--- config.mk ---
export PLATFORM = sky130hd
export DESIGN_NAME = cv32e40x_clmul_unit_flat
export DESIGN_NICKNAME = d
export VERILOG_FILES = /design/src/rtl/cv32e40x_clmul_unit_if.sv /design/src/rtl/cv32e40x_clmul_unit.sv /design/src/flat_wrapper.sv
export SDC_FILE = /design/constraint.sdc
export NUM_CORES = 1
export LEC_CHECK = 0
export CORE_ASPECT_RATIO = 1.75
export CORE_UTILIZATION = 63
export CTS_CLUSTER_SIZE = 24
export DETAILED_ROUTE_END_ITERATION = 12
export PLACE_DENSITY = 0.84
export SLEW_MARGIN = 20
export SYNTH_ARGS = -nofsm -noshare
export SYNTH_HDL_FRONTEND = slang
export SYNTH_SLANG_ARGS = --single-unit
--- constraint.sdc ---
create_clock -name clk -period 17.4 [get_ports clk]
set_input_delay 5.22 -clock clk [delete_from_list [all_inputs] [get_ports clk]]
set_output_delay 5.22 -clock clk [all_outputs]
set_load 0.1 [all_outputs]
--- src/rtl/cv32e40x_clmul_unit_if.sv ---
// Request/response bundle for the carry-less multiply unit.
// The unit side is the slave; the issuing pipeline side is the master.
interface cv32e40x_clmul_unit_if;
    logic        valid_i;
    logic        ready_o;
    logic [1:0]  op_i;
    logic [31:0] op_a_i;
    logic [31:0] op_b_i;
    logic        kill_i;
    logic        valid_o;
    logic        ready_i;
    logic [31:0] result_o;

    modport master (
        output valid_i, op_i, op_a_i, op_b_i, kill_i, ready_i,
        input  ready_o, valid_o, result_o
    );

    modport slave (
        input  valid_i, op_i, op_a_i, op_b_i, kill_i, ready_i,
        output ready_o, valid_o, result_o
    );
endinterface

--- src/rtl/cv32e40x_clmul_unit.sv ---
// Iterative carry-less multiplier (CLMUL/CLMULH/CLMULR), BITS_PER_CYCLE bits of rs2 per cycle.
// state | meaning: IDLE accept request | BUSY accumulate partial products | DONE hold result until taken
module cv32e40x_clmul_unit #(
    parameter int unsigned BITS_PER_CYCLE = 4
) (
    input  logic                     clk,
    input  logic                     rst,
    cv32e40x_clmul_unit_if.slave     bus
);

    localparam int unsigned N_ITER = 32 / BITS_PER_CYCLE;
    localparam int unsigned CNT_W  = (N_ITER > 1) ? $clog2(N_ITER) : 1;
    localparam logic [CNT_W-1:0] CNT_LAST = CNT_W'(N_ITER - 1);

    typedef enum logic [1:0] {
        IDLE = 2'd0,
        BUSY = 2'd1,
        DONE = 2'd2
    } state_e;

    state_e            state_q, state_d;
    logic [63:0]       acc_q, acc_d;
    logic [63:0]       a_q, a_d;
    logic [31:0]       b_q, b_d;
    logic [1:0]        op_q, op_d;
    logic [CNT_W-1:0]  cnt_q, cnt_d;
    logic [63:0]       partial;
    logic [31:0]       sel_word;

    // a_q is pre-shifted by the slice position, so each cycle only needs shifts 0..BITS_PER_CYCLE-1
    always_comb begin
        partial = '0;
        for (int j = 0; j < BITS_PER_CYCLE; j++) begin
            if (b_q[j]) begin
                partial = partial ^ (a_q << j);
            end
        end
    end

    always_comb begin
        state_d = state_q;
        acc_d   = acc_q;
        a_d     = a_q;
        b_d     = b_q;
        op_d    = op_q;
        cnt_d   = cnt_q;
        if (bus.kill_i) begin
            state_d = IDLE;
        end else begin
            case (state_q)
                IDLE: begin
                    if (bus.valid_i && bus.ready_o) begin
                        a_d     = {32'b0, bus.op_a_i};
                        b_d     = bus.op_b_i;
                        op_d    = bus.op_i;
                        acc_d   = '0;
                        cnt_d   = '0;
                        state_d = BUSY;
                    end
                end
                BUSY: begin
                    acc_d = acc_q ^ partial;
                    a_d   = a_q << BITS_PER_CYCLE;
                    b_d   = b_q >> BITS_PER_CYCLE;
                    if (cnt_q == CNT_LAST) begin
                        state_d = DONE;
                    end else begin
                        cnt_d = cnt_q + 1'b1;
                    end
                end
                DONE: begin
                    if (bus.ready_i) begin
                        state_d = IDLE;
                    end
                end
                default: state_d = IDLE;
            endcase
        end
    end

    always_ff @(posedge clk or posedge rst) begin
        if (rst) begin
            state_q <= IDLE;
            acc_q   <= '0;
            a_q     <= '0;
            b_q     <= '0;
            op_q    <= 2'b00;
            cnt_q   <= '0;
        end else begin
            state_q <= state_d;
            acc_q   <= acc_d;
            a_q     <= a_d;
            b_q     <= b_d;
            op_q    <= op_d;
            cnt_q   <= cnt_d;
        end
    end

    // Reserved op 11 falls through to the CLMUL word
    always_comb begin
        case (op_q)
            2'b01:   sel_word = acc_q[63:32];
            2'b10:   sel_word = acc_q[62:31];
            default: sel_word = acc_q[31:0];
        endcase
    end

    assign bus.ready_o  = (state_q == IDLE) && !bus.kill_i && !rst;
    assign bus.valid_o  = (state_q == DONE) && !bus.kill_i;
    assign bus.result_o = bus.valid_o ? sel_word : 32'b0;

endmodule

--- src/flat_wrapper.sv ---
// flat-port wrapper written by rule: the top's interface ports become plain ports
module cv32e40x_clmul_unit_flat 
#(
    parameter int unsigned BITS_PER_CYCLE = 4
)
  (clk, rst, bus_valid_i, bus_op_i, bus_op_a_i, bus_op_b_i, bus_kill_i, bus_ready_i, bus_ready_o, bus_valid_o, bus_result_o);
  cv32e40x_clmul_unit_if bus_i ();
  input  logic clk;
  input  logic rst;
  input wire logic [$bits(bus_i.valid_i)-1:0] bus_valid_i;
  input wire logic [$bits(bus_i.op_i)-1:0] bus_op_i;
  input wire logic [$bits(bus_i.op_a_i)-1:0] bus_op_a_i;
  input wire logic [$bits(bus_i.op_b_i)-1:0] bus_op_b_i;
  input wire logic [$bits(bus_i.kill_i)-1:0] bus_kill_i;
  input wire logic [$bits(bus_i.ready_i)-1:0] bus_ready_i;
  output wire logic [$bits(bus_i.ready_o)-1:0] bus_ready_o;
  output wire logic [$bits(bus_i.valid_o)-1:0] bus_valid_o;
  output wire logic [$bits(bus_i.result_o)-1:0] bus_result_o;
  assign bus_i.valid_i = bus_valid_i;
  assign bus_i.op_i = bus_op_i;
  assign bus_i.op_a_i = bus_op_a_i;
  assign bus_i.op_b_i = bus_op_b_i;
  assign bus_i.kill_i = bus_kill_i;
  assign bus_i.ready_i = bus_ready_i;
  assign bus_ready_o = bus_i.ready_o;
  assign bus_valid_o = bus_i.valid_o;
  assign bus_result_o = bus_i.result_o;
  cv32e40x_clmul_unit #(.BITS_PER_CYCLE(BITS_PER_CYCLE)) u_core (.clk(clk), .rst(rst), .bus(bus_i));
endmodule
==> results of run 1 <==
[registers in the layout, summed over array words and instances, names as in the netlist]
| signal | flops |
|---|---|
| u_core.a_q | 64 |
| u_core.acc_q | 64 |
| u_core.op_q | 2 |
| u_core.cnt_q | 3 |
| u_core.b_q | 32 |
| u_core.state_q | 2 |
[per-layer routing]
metal | vias up | wire length [um] | track usage (%)
li1 | 4451 | - | -
met1 | 4519 | 10200 | 36.3
met2 | 275 | 13800 | 53.4
met4 | 0 | 1160 | 17.8
met3 | 78 | 1180 | 5.85
met5 | - | 0 | 0
[cell usage after synthesis]
master / instances / area, sq um
nor2_1: 69 / 259
a21oi_1: 96 / 480
buf_4: 5 / 37.5
buf_2: 28 / 140
and2_1: 1 / 6.26
nand2b_1: 1 / 6.26
a22oi_1: 32 / 240
xnor2_1: 177 / 1550
clkbuf_1: 38 / 143
o21ai_0: 152 / 761
xnor2_2: 10 / 163
nor3_1: 2 / 10.0
a22o_1: 10 / 87.6
nor3b_1: 1 / 7.51
or3b_2: 1 / 8.76
o211ai_1: 1 / 7.51
dfrtp_1: 167 / 4180
nor2b_1: 2 / 12.5
or3_1: 62 / 388
o21ai_1: 1 / 5.00
nor4_2: 1 / 12.5
nand2_1: 374 / 1400
buf_6: 24 / 270
mux2i_1: 56 / 561
inv_1: 5 / 18.8
ha_1: 4 / 50.1
or4_1: 1 / 7.51
buf_1: 4 / 15.0
[critical path, cell delays in order]
cell	delay (ps)
clkdlybuf4s50_1	540
or3b_2	790
nor2_1	230
clkdlybuf4s50_1	1170
[worst max-delay path by stage]
stage               depth (start not counted)                to
floorplan                                   4  bus_result_o[10]
global route                                4  bus_result_o[25]
detailed placement                          4  bus_result_o[12]
finish                                      4  bus_result_o[12]
CTS                                         4  bus_result_o[12]
global placement                            4  bus_result_o[18]
[where the power goes]
part / total [mW] / internal [mW] / switching, mW / leakage (nW)
combinational: 0.334 / 0.148 / 0.186 / 2.41
sequential: 0.591 / 0.466 / 0.125 / 2.19
clock: 0.381 / 0.223 / 0.159 / 0.285
[layout make-up]
type	instances	area [sq um]
flip-flops and latches	167	4190
clock inverters	11	124
fillers	1293	4600
clock buffers	21	470
multi-input cells	1054	6050
well taps	227	284
inverters	5	26.3
repair buffers	111	1120
[logic make-up (layout without fill, tap and decap cells)]
logic type | count (synthesis) | count (layout)
buffers and inverters | 104 | 148
adders and majority gates | 4 | 4
AOI/OAI and AO/OA | 292 | 292
DFF | 167 | 167
xor gates and xnor gates | 187 | 187
muxes | 56 | 56
and+or+nand+nor | 515 | 515
==> results by group, run 1 <==
Power
  • Pleak: 4.89 nW
  • Pwr/cell area: 106 nW/um^2
  • Tot Pwr: 1.31 mW
  • Maximum vdd ir drop: 0.0907 mV

Run status
  • Outcome: finished clean

Final layout
  • Core Util, Final: 72.7%
  • Diode count: 0
  • Post-route design area: 12300 sq um
  • Layout area overhead: 13.3%
  • Commonest non-fill, non-tap cell in the layout: nand2_1
  • Total Nets Final: 1431
  • Share of layout cells above drive strength 1: 4.38%
  • Most frequent cells in the layout: 374 x nand2_1, 177 x xnor2_1, 163 x dfrtp_1
  • Non-Filler Instances: 1596

Worst hold path
  • Hold path cells: 2
  • Hold path startpoint: u_core.b_q[9]
  • Hold Path End: u_core.b_q[9]
  • Worst min-delay path class: reg2reg

GRT
  • GRT Overall Usage: 31.3%
  • Initial antenna violation count: 0
  • Grt ovf: 0
  • First-pass GRT wire length: 43500 um
  • Pin count of the biggest net entering global routing: 146
  • Vias in the first global route: 9075

Critical path
  • Critical path class: in2out
  • Worst Setup Start Kind: input pin
  • Flop-to-flop setup slack: 14220 ps
  • CP startpoint: bus_kill_i
  • Critical Path Sink Type: output pin
  • Reg2reg path depth: 5
  • CP max FO: 33
  • Worst Path Arrival: 7970 ps
  • R2R Path End: u_core.acc_q[58]
  • Reg2reg start: u_core.state_q[0]
  • Critical Path RT: 12180 ps

STA
  • Slew @ Worst Pin: 1040 ps
  • Fin crit share: 75.8%
  • Min cycle time layout: 13190 ps
  • Final WS setup: 4210 ps
  • Final hold viol count: 0
  • F_max: 75.8 MHz
  • Relative slew margins: 30.5%
  • Final Setup Violations: 0
  • Sum Neg Setup Slack: 0 ps
  • Slew Viols, Final: 0
  • RSZ-0062 raised after global routing: false
  • Hold WS: 480 ps
  • Clock Skew: 11.8 ps

Yosys
  • Syn_nets: 1400
  • Main combinational cell family by area after synthesis: simple AND/OR/NAND/NOR gates
  • Simple logic cell fraction of the synthesized area: 19.6%
  • XOR/XNOR Fraction of Synth Area: 15.8%
  • Synthesis-stage register bit count: 167
  • Syn Area/Cell: 8.17 sq um
  • Library cells used by synthesis: 28
  • Sequential area share after synthesis: 38.6%
  • Post-synthesis compound-gate area fraction: 14.6%
  • Ys Warns: 0
  • Synthesized instance count: 1325
  • Post-Syn Area: 10800 sq um
  • Multiplexer share of the synthesized area: 5.18%
  • Adder-cell share of the synthesized area: 0.462%

Route
  • Initial DRC count: 647
  • Drt drc: 0
  • Final wirelength: 26300 um
  • ANT nets after route: 0
  • Vias: 9323
  • WL/cell: 16.5 um
  • Via/cell ratio: 5.84
  • First-pass DRT Iterations: 5

Floorplan
  • Top Ports: 105
  • Die Y-Extent: 175 um
  • Rows: 63
  • Die width: 101 um
  • Initial Utilization: 64.2%
  • Area of the core: 16900 sq um
  • Full die area: 17700 sq um

Clock tree
  • Root buf cell: clkbuf_16
  • Worst-path clk slew: 60 ps
  • Post-CTS sizing: 0
  • Num CTS Buffers: 17
  • Clk sink count: 167
  • TritonCTS clock tree: yes
  • Post-CTS setup buffer count: 0
  • H-Tree Depth: 4
  • Hold buffers post-CTS: 0
  • Clk Latency, worst-skew pair: 440 ps
  • Clock Path Buffers: 2

Place
  • Post-DP HPWL: 17000 um
  • IO Port Bufs: 104
  • Gp weighted congestion: 0.869
  • Placed cell count: 1563
  • Pre-CTS setup slack: 4240 ps
  • Area post-placement: 11600 sq um

Job
  • Number of max-cap violations: 0
(Power assumes the default switching activity.)
==> run 2: changes to the inputs <==
--- a/config.mk
+++ b/config.mk
@@ -6,10 +6,10 @@
 export NUM_CORES = 1
 export LEC_CHECK = 0
 export CORE_ASPECT_RATIO = 1.75
-export CORE_UTILIZATION = 63
+export CORE_UTILIZATION = 58
 export CTS_CLUSTER_SIZE = 24
 export DETAILED_ROUTE_END_ITERATION = 12
-export PLACE_DENSITY = 0.84
+export PLACE_DENSITY = 0.78
 export SLEW_MARGIN = 20
 export SYNTH_ARGS = -nofsm -noshare
 export SYNTH_HDL_FRONTEND = slang
==> constraint.sdc (replaced) <==
create_clock -name clk -period 12.2 [get_ports clk]
set_input_delay 3.66 -clock clk [delete_from_list [all_inputs] [get_ports clk]]
set_output_delay 3.66 -clock clk [all_outputs]
set_load 0.1 [all_outputs]
==> run 2 against run 1 <==
- sequential share of layout area shrank 0.066 points
- utilization fell by 5.0 points
- non-clock buffer count unchanged
- total power is 44% higher
- highest routed layer unchanged
- clock-buffer cell count decreased by 3
- cell count increased by 0.31%
- global-route usage shrank 3.4 points
- sequential power rose by 41%
- flip-flop and latch count unchanged
- critical endpoint is now bus_result_o[23]
- via count shrank 2.0%
==> results by group, run 2 (same netlist as run 1, synthesis figures left out) <==
STA
  • Final hold viol count: 0
  • Slew @ Worst Pin: 1090 ps
  • Final WS setup: 2170 ps
  • Fin crit share: 82.2%
  • Min cycle time layout: 10030 ps
  • Relative slew margins: 27.6%
  • Final Setup Violations: 0
  • Hold WS: 482 ps
  • Slew Viols, Final: 0
  • RSZ-0062 raised after global routing: false
  • Sum Neg Setup Slack: 0 ps
  • F_max: 99.7 MHz
  • Clock Skew: 12.6 ps

Floorplan
  • Full die area: 19200 sq um
  • Die width: 105 um
  • Rows: 65
  • Top Ports: 105
  • Area of the core: 18100 sq um
  • Initial Utilization: 59.7%
  • Die Y-Extent: 183 um

Critical path
  • Reg2reg path depth: 5
  • R2R Path End: u_core.cnt_q[1]
  • Critical Path Sink Type: output pin
  • Worst Path Arrival: 6370 ps
  • Critical Path RT: 8540 ps
  • Flop-to-flop setup slack: 9830 ps
  • CP max FO: 33
  • Reg2reg start: u_core.state_q[0]
  • Critical path class: in2out
  • Worst Setup Start Kind: input pin

Clock tree
  • Hold buffers post-CTS: 0
  • TritonCTS clock tree: yes
  • Clk sink count: 167
  • Worst-path clk slew: 60 ps
  • Clk Latency, worst-skew pair: 430 ps
  • Clock Path Buffers: 2
  • Root buf cell: clkbuf_16
  • Post-CTS sizing: 0
  • Num CTS Buffers: 17
  • Post-CTS setup buffer count: 0
  • H-Tree Depth: 4

Power
  • Sequential share of power: 44.1%
  • Pleak: 4.89 nW
  • Switching pwr: 0.666 mW
  • Logic pwr share: 25.9%
  • Pint: 1.22 mW
  • Clk pwr share: 30.0%
  • Tot Pwr: 1.89 mW
  • Pwr/cell area: 154 nW/um^2
  • Maximum vdd ir drop: 0.117 mV
  • Switch share: 35.3%

Final layout
  • Share of layout cells above drive strength 1: 4.24%
  • Diode count: 0
  • Total Nets Final: 1431
  • Largest regs: u_core.a_q: 64 flops, u_core.acc_q: 64 flops, u_core.b_q: 32 flops
  • Commonest non-fill, non-tap cell in the layout: nand2_1
  • Most frequent cells in the layout: 374 x nand2_1, 177 x xnor2_1, 163 x dfrtp_1
  • Layout area overhead: 13.4%

GRT
  • Grt ovf: 0
  • GR met2 Demand/Resource: 50.4%
  • Pin count of the biggest net entering global routing: 311
  • Vias in the first global route: 8926
  • First-pass GRT wire length: 43100 um
  • Grt met1 use: 33.2%
  • Met3 Track Usage GR: 3.62%
  • Initial antenna violation count: 0
  • GRT Overall Usage: 28.0%
  • Layer with the highest usage: met2

Place
  • Pre-CTS setup slack: 2190 ps
  • Post-DP HPWL: 17100 um
  • IO Port Bufs: 104
  • Gp weighted congestion: 0.802

Worst hold path
  • Hold path startpoint: u_core.b_q[17]
  • Worst min-delay path class: reg2reg
  • Hold path cells: 2
  • Hold Path End: u_core.b_q[17]

Route
  • First-pass DRT Iterations: 7
  • Drt drc: 0
  • Final wirelength: 26000 um
  • Initial DRC count: 569
  • Via/cell ratio: 5.71
  • Vias: 9140
  • WL/cell: 16.2 um
  • ANT nets after route: 0

Run status
  • Outcome: finished clean

Job
  • Number of max-cap violations: 0
==> run 2: stage by stage <==
stage                     utilization (%)  cells  instance area (sq um)
after floorplan                         -   1325                  10800
after global placement               64.2   1570                  11700
after detailed placement             64.3   1570                  11700
after CTS                            67.6   1600                  12300
after global routing                 67.7   1601                  12300
final                                67.7   1601                  12300
==> run 2: per-layer routing <==
layer	up-vias	wire [um]	share of wire (%)
met5	-	0	0
met4	0	664	2.6
met3	50	931	3.6
met2	221	13800	53
met1	4433	10500	41
li1	4436	-	-
==> run 2: worst max path at each step <==
stage | from | to | slack, ps | cells past startpoint
CTS | bus_kill_i | bus_result_o[10] | 2190 | 4
finish | bus_kill_i | bus_result_o[23] | 2170 | 4
detailed placement | bus_kill_i | bus_result_o[10] | 2190 | 4
global placement | bus_kill_i | bus_result_o[18] | 2270 | 4
global route | bus_kill_i | bus_result_o[23] | 2100 | 4
floorplan | bus_kill_i | bus_result_o[10] | 2820 | 4
==> run 2: cell type report <==
| type | instances | area (sq um) |
|---|---|---|
| multi-input cells | 1054 | 6050 |
| flip-flops and latches | 167 | 4190 |
| well taps | 234 | 293 |
| repair buffers | 111 | 1120 |
| clock buffers | 18 | 429 |
| inverters | 5 | 23.8 |
| fillers | 1505 | 5850 |
| clock inverters | 12 | 176 |
==> run 2: power by group through the flow <==
stage	logic [mW]	registers [mW]	clock network [mW]
after floorplan	0.454	0.742	0
final	0.489	0.832	0.566
after CTS	0.484	0.829	0.572
after global routing	0.549	0.850	0.591
after detailed placement	0.481	0.838	0
after global placement	0.462	0.829	0
==> run 2: worst max-delay path, stage by stage <==
cell and delay [ps]:
clkdlybuf4s50_1 530, or3b_2 780, nor2_1 230, clkdlybuf4s50_1 1150
==> run 3: changes to the inputs <==
==> constraint.sdc (replaced) <==
create_clock -name clk -period 9.39 [get_ports clk]
set_input_delay 2.817 -clock clk [delete_from_list [all_inputs] [get_ports clk]]
set_output_delay 2.817 -clock clk [all_outputs]
set_load 0.1 [all_outputs]
==> run 3 against run 2 <==
- via count rose by 0.31%
- total power grew 27%
- sequential power rose by 29%
- flip-flop and latch count did not move
- first-iteration DRC count up 4.6%
- critical endpoint is now bus_ready_o
- largest cell class unchanged
==> results by group, run 3 (same netlist as run 1, synthesis figures left out) <==
Route
  • Initial DRC count: 595
  • Via/cell ratio: 5.72
  • Final wirelength: 25900 um
  • Drt drc: 0
  • First-pass DRT Iterations: 6
  • Vias: 9168
  • WL/cell: 16.2 um
  • ANT nets after route: 0

Power
  • Maximum vdd ir drop: 0.115 mV
  • Pwr/cell area: 198 nW/um^2
  • Pleak: 4.95 nW

Critical path
  • Most used cell, CP: clkdlybuf4s50_1
  • Worst path bufs/invs: 2
  • Worst Path Arrival: 4910 ps
  • R2R Path End: u_core.acc_q[32]
  • CP top delay family: buffers and inverters
  • Flop-to-flop setup slack: 6730 ps
  • Reg2reg start: u_core.state_q[0]
  • Reg2reg path depth: 4
  • Sequence of cells on the critical path: clkdlybuf4s50_1 > nor4_2 > clkdlybuf4s50_1
  • Critical path class: in2out
  • CP max stage delay: 1190 ps
  • Critical Path RT: 6570 ps
  • Crit-path slowest cell: clkdlybuf4s50_1
  • Worst Setup Start Kind: input pin
  • Critical Path Sink Type: output pin
  • CP max FO: 6

Clock tree
  • Worst-path clk slew: 70 ps
  • Num CTS Buffers: 17
  • Post-CTS sizing: 0
  • Root buf cell: clkbuf_16
  • H-Tree Depth: 4
  • Clk sink count: 167
  • Clock Path Buffers: 2
  • Hold buffers post-CTS: 0
  • Post-CTS setup buffer count: 0
  • Clk Latency, worst-skew pair: 440 ps
  • TritonCTS clock tree: yes

GRT
  • GRT Overall Usage: 28.1%
  • First-pass GRT wire length: 42900 um
  • Initial antenna violation count: 0
  • Pin count of the biggest net entering global routing: 273
  • Grt ovf: 0
  • Vias in the first global route: 8870

Run status
  • Outcome: finished clean

Worst hold path
  • Worst min-delay path class: reg2reg
  • Hold path startpoint: u_core.b_q[24]
  • Hold path cells: 2
  • Hold Path End: u_core.b_q[24]

Floorplan
  • Top Ports: 105
  • Initial Utilization: 59.7%
  • Rows: 65
  • Area of the core: 18100 sq um
  • Full die area: 19200 sq um
  • Die width: 105 um
  • Die Y-Extent: 183 um

Final layout
  • Total Nets Final: 1430
  • Diode count: 0
  • Fillers: 1481
  • Commonest non-fill, non-tap cell in the layout: nand2_1
  • Most frequent cells in the layout: 374 x nand2_1, 177 x xnor2_1, 163 x dfrtp_1
  • Non-Filler Instances: 1602
  • Share of layout cells above drive strength 1: 6.73%
  • Largest regs: u_core.a_q: 64 flops, u_core.acc_q: 64 flops, u_core.b_q: 32 flops
  • Core Util, Final: 67.0%
  • Layout area overhead: 12.2%

STA
  • Slew @ Worst Pin: 1110 ps
  • Final Setup Violations: 0
  • Hold WS: 483 ps
  • Sum Neg Setup Slack: 0 ps
  • Clock Skew: 8.41 ps
  • RSZ-0062 raised after global routing: false
  • Min cycle time layout: 7730 ps
  • Final WS setup: 1660 ps
  • Relative slew margins: 26.2%
  • Slew Viols, Final: 0
  • F_max: 129 MHz
  • Final hold viol count: 0
  • Fin crit share: 82.3%

Place
  • IO Port Bufs: 104
  • Placed cell count: 1570
  • Gp weighted congestion: 0.823
  • Pre-CTS setup slack: 1660 ps
  • Post-DP HPWL: 16800 um

Job
  • Number of max-cap violations: 0
[run 3: cell type report]
class	instances	area (sq um)	area share [%]
clock buffers	20	457	3.76
clock inverters	12	116	0.957
inverters	5	23.8	0.196
multi-input cells	1054	6060	49.9
flip-flops and latches	167	4190	34.5
well taps	234	293	2.41
repair buffers	110	1020	8.36
[run 3: worst reg2reg max path, cell delays in order (launching register included)]
cell and delay [ps]:
dfrtp_1 490, o21ai_4 740, buf_12 660, o21ai_0 500, a21oi_1 190
[run 3: worst max-delay path by stage]
stage / startpoint / endpoint / slack (ps) / cells past startpoint
5_1_grt: bus_kill_i / bus_ready_o / 1630 / 3
6_report: bus_kill_i / bus_ready_o / 1660 / 3
2_1_floorplan: bus_kill_i / bus_result_o[10] / 1700 / 4
4_1_cts: bus_kill_i / bus_ready_o / 1660 / 3
3_3_place_gp: bus_kill_i / bus_ready_o / 1690 / 3
3_5_place_dp: bus_kill_i / bus_ready_o / 1660 / 3
[run 3: layer usage]
| metal | up-vias | global-route usage [%] | share of wire [%] | wire length [um] |
|---|---|---|---|---|
| li1 | 4453 | - | - | - |
| met1 | 4396 | 33.2 | 40 | 10500 |
| met2 | 255 | 49.5 | 52 | 13400 |
| met3 | 64 | 4.26 | 4.4 | 1150 |
| met4 | 0 | 14.0 | 3.7 | 961 |
| met5 | - | 0 | 0 | 0 |
[run 3: per-stage QoR]
stage	power, mW	cell area (sq um)
after floorplan	1.55	10800
after global placement	1.68	11600
after detailed placement	1.71	11600
after CTS	2.40	12100
after global routing	2.54	12200
final	2.40	12200
[run 3: where the power goes]
| part | switching, mW | total [mW] | internal, mW |
|---|---|---|---|
| Combinational | 0.365 | 0.645 | 0.280 |
| Clock | 0.307 | 0.690 | 0.383 |
| Sequential | 0.204 | 1.07 | 0.863 |
